<file path="config.mk">
export PLATFORM = sky130hd
export DESIGN_NAME = four_req_rr_arbiter
export DESIGN_NICKNAME = d
export VERILOG_FILES = /design/src/rtl/four_req_rr_arbiter.sv
export SDC_FILE = /design/constraint.sdc
export NUM_CORES = 1
export LEC_CHECK = 0
export BUFFER_PORTS_ARGS = -buffer_cell sky130_fd_sc_hd__buf_2
export CAP_MARGIN = 20
export CELL_PAD_IN_SITES_DETAIL_PLACEMENT = 0
export CELL_PAD_IN_SITES_GLOBAL_PLACEMENT = 1
export CORE_UTILIZATION = 40
export CTS_CLUSTER_DIAMETER = 40
export DETAILED_ROUTE_END_ITERATION = 8
export GPL_ROUTABILITY_DRIVEN = 0
export HOLD_SLACK_MARGIN = 0.15
export PLACE_DENSITY = 0.78
export RECOVER_POWER = 25
export SLEW_MARGIN = 20
export SYNTH_ARGS = -nofsm -noshare
export SYNTH_HDL_FRONTEND = slang
export SYNTH_SLANG_ARGS = --single-unit
</file>
<file path="constraint.sdc">
create_clock -name clk -period 2 [get_ports clk]
set_input_delay 0.4 -clock clk [delete_from_list [all_inputs] [get_ports clk]]
set_output_delay 0.4 -clock clk [all_outputs]
set_load 0.01 [all_outputs]
</file>
<file path="src/rtl/four_req_rr_arbiter.sv">
// Four-requester round-robin arbiter with a registered one-hot grant and bounded tenure.
// Define GRANT_COUNT_EN to add gnt_count, an 8-bit wrapping count of tenures started.
module four_req_rr_arbiter #(
    parameter int unsigned MAX_HOLD = 8
) (
    input  logic       clk,
    input  logic       rst_n,
    input  logic [3:0] req,
    output logic       any_req,
    output logic [3:0] gnt,
    output logic       gnt_valid,
    output logic [1:0] gnt_id
`ifdef GRANT_COUNT_EN
    ,
    output logic [7:0] gnt_count
`endif
);

    typedef enum logic {
        IDLE  = 1'b0,
        GRANT = 1'b1
    } state_e;

    localparam logic [7:0] HOLD_LAST = 8'(MAX_HOLD - 1);

    state_e     state_q, state_d;
    logic [1:0] last_q, last_d;
    logic [7:0] hold_q, hold_d;
    logic [3:0] gnt_q, gnt_d;
    logic       gnt_valid_q, gnt_valid_d;
    logic [1:0] gnt_id_q, gnt_id_d;
    logic [1:0] winner;
    logic       release_own;
    logic       new_tenure;

    // First set request searching last+1, last+2, last+3, last (mod 4).
    function automatic logic [1:0] rr_pick(input logic [3:0] r, input logic [1:0] ptr);
        logic [1:0] idx;
        logic       found;
        rr_pick = ptr;
        found   = 1'b0;
        for (int k = 1; k <= 4; k++) begin
            idx = ptr + 2'(k);
            if (r[idx] && !found) begin
                rr_pick = idx;
                found   = 1'b1;
            end
        end
    endfunction

    assign any_req = |req;

    // While in GRANT the pointer equals the current owner.
    assign winner      = rr_pick(req, last_q);
    assign release_own = !req[last_q] || (hold_q == HOLD_LAST);

    always_comb begin
        // NOTE: every next-state signal takes its hold value first so no path leaves it unassigned (no latch).
        state_d     = state_q;
        last_d      = last_q;
        hold_d      = hold_q;
        gnt_d       = gnt_q;
        gnt_valid_d = gnt_valid_q;
        gnt_id_d    = gnt_id_q;
        new_tenure  = 1'b0;

        case (state_q)
            IDLE: begin
                if (any_req) new_tenure = 1'b1;
            end
            GRANT: begin
                if (!release_own) begin
                    hold_d = hold_q + 8'd1;
                end else if (any_req) begin
                    new_tenure = 1'b1;
                end else begin
                    state_d     = IDLE;
                    gnt_d       = 4'b0000;
                    gnt_valid_d = 1'b0;
                end
            end
            default: state_d = IDLE;
        endcase

        if (new_tenure) begin
            state_d     = GRANT;
            last_d      = winner;
            hold_d      = 8'd0;
            gnt_d       = 4'b0001 << winner;
            gnt_valid_d = 1'b1;
            gnt_id_d    = winner;
        end
    end

    always_ff @(posedge clk) begin
        // NOTE: state registers use non-blocking assignments so every flop samples pre-edge values.
        if (!rst_n) begin
            state_q     <= IDLE;
            last_q      <= 2'd3;
            hold_q      <= 8'd0;
            gnt_q       <= 4'b0000;
            gnt_valid_q <= 1'b0;
            gnt_id_q    <= 2'd0;
        end else begin
            state_q     <= state_d;
            last_q      <= last_d;
            hold_q      <= hold_d;
            gnt_q       <= gnt_d;
            gnt_valid_q <= gnt_valid_d;
            gnt_id_q    <= gnt_id_d;
        end
    end

    assign gnt       = gnt_q;
    assign gnt_valid = gnt_valid_q;
    assign gnt_id    = gnt_id_q;

`ifdef GRANT_COUNT_EN
    logic [7:0] gnt_count_q;

    always_ff @(posedge clk) begin
        if (!rst_n) begin
            gnt_count_q <= 8'd0;
        end else if (new_tenure) begin
            gnt_count_q <= gnt_count_q + 8'd1;
        end
    end

    assign gnt_count = gnt_count_q;
`endif

endmodule

</file>
==> metrics.md <==
| Metric | Value |
|---|---|
| Status | finished, final reports clean |
| # diodes | 0 |
| Later-pin clock latency in the skew report | 0.30 ns |
| Average wire per standard cell | 13.4 um |
| Top Ports | 14 |
| Initial core utilization | 0.444 |
| Root buf cell | clkbuf_4 |
| Post-route DRC | 0 |
| Layout cell share with drive strength beyond 1 | 0.114 |
| Clk_skew | 0.00494 ns |
| Fin. Hold Viols | 0 |
| Initial antenna violation count | 0 |
| DR vias/cell | 5.71 |
| Rows | 16 |
| Min cycle time layout | 1.78 ns |
| Final Slew Violations | 0 |
| Syn Nets | 114 |
| Dpl hpwl | 1.46 mm |
| Die X | 49.6 um |
| Fmax | 562 MHz |
| Pre-antenna DRT Iters | 4 |
| Setup crit end kind | register |
| Critical Path Source Type | register |
| Cts hold-fix bufs | 0 |
| Core area | 2040 sq um |
| CTS resizes | 0 |
| Most used routing layer | met1 |
| Synth top area share | 0.398 |
| GR Layer Usage met1 | 0.279 |
| Register area | 360 sq um |
| Leading area contributor after synthesis | dfxtp_1 |
| Met3 Usage GRT | 0.0309 |
| Number of setup buffers added after CTS | 0 |
| Number of vias in the routed layout | 857 |
| Syn. warnings | 0 |
| Clock net sink count | 18 |
| CP arrival | 1.98 ns |
| Post-synthesis compound-gate area fraction | 0.247 |
| Post-Synth Simple-Gate Area | 0.246 |
| Power Density | 838 nW/um^2 |
| Syn Inst Count | 107 |
| Final #Nets | 131 |
| Max Buffers Root-to-Sink | 2 |
| PortBufs | 13 |
| Overflow after GRT | 0 |
| Final setup vio count | 0 |
| Vias in the first global route | 758 |
| Slew headroom | 0.573 |
| Final WL | 2.02 mm |
| Count of different cell masters after synthesis | 37 |
| First-pass GRT wire length | 3.46 mm |
| Synth top area cells | dfxtp_1, a211oi_1, mux2i_1, inv_1, nand2_1 |
| Multi-input logic area | 493 sq um |
| Setup TNS | 0 ns |
| Pleak | 0.362 nW |
| Largest net degree at the start of global routing | 15 |
| Clk slew on worst S/H paths | 0.11 ns |
| #FFs+latches synth | 18 |
| Iteration-0 DRC Markers | 18 |
| Fillers | 218 |
| Required time of the worst setup path | 2.21 ns |
| Cell Area, Synth | 906 sq um |
| WHS | 0.389 ns |
| Critical path class | reg2reg |
| Antenna Nets Post-Route | 0 |
| Multiplexer share of the synthesized area | 0.0442 |
| Syn-to-layout area delta | 13.4% |
| DIE AREA | 2460 sq um |
| Adder-cell area share of the yosys netlist | 0.0138 |
| RSZ-0062 raised after global routing | false |
| Tcrit/Tclk final | 0.889 |
| Largest family of logic cells by synthesized area | compound AO/OA/AOI/OAI gates |
| MaxCap Viol Count | 0 |
| CTS tree | built |
| Critical Path Fanout Max | 13 |
| Sequential share of the synthesized area | 0.398 |
| Synth Area per Inst | 8.47 sq um |
| TritonCTS Buffers | 3 |
| XOR/XNOR Fraction of Synth Area | 0 |
| Met2 Use GR | 0.243 |
| Global Route Usage Sum | 0.179 |
| H-tree Lvls | 1 |
| Chip height | 49.6 um |
| VDD IR max | 0.000431 V |
| Worst min path class | in2reg |
| Least-Margin Pin Slew | 0.641 ns |
## cells in the final DEF, fill, tap and decap left out, types with 2 or more instances in the layout
cell type	netlist	final
nor4_1	2	3
clkbuf_4	0	3
nand2_1	8	8
o31ai_1	3	3
or3_1	4	4
buf_2	1	8
nor2_1	5	5
a21oi_1	4	4
inv_1	8	8
or4_1	3	3
a31oi_1	3	3
nand2b_1	3	3
clkbuf_1	1	5
o21ai_0	4	4
o32ai_1	2	2
dfxtp_1	18	18
nand3_1	5	5
buf_4	1	2
a211oi_1	6	6
nor3_1	3	3
o22ai_1	3	3
mux2i_1	4	4
## synth_stat cells
cell type	n
or3_1	4
ha_1	1
o22a_1	1
and3_1	1
a31oi_1	3
a32oi_1	1
dfxtp_1	18
nand2_1	8
a22oi_1	1
o21ai_0	4
clkbuf_1	1
o21ai_1	1
nor2b_1	1
buf_4	1
nand4_1	1
nor3_1	3
buf_2	1
or4_1	3
inv_1	8
a211oi_1	6
o32ai_1	2
nor2_1	5
a21o_1	1
nor3b_1	1
o211ai_1	1
mux2i_1	4
and4_1	1
o22ai_1	3
a21boi_0	1
nor4_1	2
nor4_2	1
o31ai_1	3
nand2b_1	3
nand3b_1	1
a21oi_1	4
a311oi_1	1
nand3_1	5
## logic make-up (layout without fill, tap and decap cells)
group / count (synthesis) / count (layout)
flip-flops: 18 / 18
AO/OA/AOI/OAI: 33 / 33
multiplexers: 4 / 4
adder cells (fa/ha/maj): 1 / 1
AND/OR/NAND/NOR: 40 / 40
buffers and inverters: 11 / 27
## layout make-up
cell class / instances / share of cell area
clock buffers: 4 / 0.0353
inverters: 8 / 0.0292
multi-input cells: 78 / 0.480
flip-flops and latches: 18 / 0.351
well taps: 27 / 0.0329
repair buffers: 15 / 0.0719
## per-layer routing
metal / up-vias / routed length [um] / part of all wire
met2: 24 / 818 / 0.41
met3: 4 / 87 / 0.043
li1: 445 / - / -
met4: 0 / 19 / 0.0094
met1: 384 / 1090 / 0.54
met5: - / 0 / 0
## final timing paths
kind	startpoint	cells past startpoint	slack [ns]	to
max	last_q[1]	4	0.22	gnt[1]
min	rst_n	2	0.39	last_q[1]
max reg2reg	last_q[1]	4	0.22	gnt[1]
min reg2reg	gnt[2]	2	0.46	gnt[2]
## worst max-delay path, cell delays in order, from the launching register on
cell	delay, ns
dfxtp_1	0.43
mux2i_1	0.30
o22a_1	0.42
o21ai_0	0.23
o32ai_1	0.30
## state kept, by name, summed over array words and instances, names as in the netlist
| name | cells |
|---|---|
| gnt_valid | 1 |
| state_q | 1 |
| gnt_id | 2 |
| gnt | 4 |
| last_q | 2 |
| hold_q | 8 |
## per-stage QoR
stage | area (sq um) | utilization | std cells | total power [W] | setup WS, ns
after floorplan | 906 | - | 107 | 0.000578 | 0.442
after global placement | 1000 | 0.491 | 146 | 0.000640 | 0.205
after detailed placement | 1000 | 0.491 | 146 | 0.000644 | 0.156
after CTS | 1040 | 0.509 | 150 | 0.000870 | 0.202
after global routing | 1030 | 0.503 | 150 | 0.000916 | 0.0637
final | 1030 | 0.503 | 150 | 0.000860 | 0.221
## where the power goes
group,switching (W),internal (W)
sequential,0.0000279,0.000395
clock,0.000119,0.000111
combinational,0.000124,0.0000833
Power figures use the tool's default switching activity.
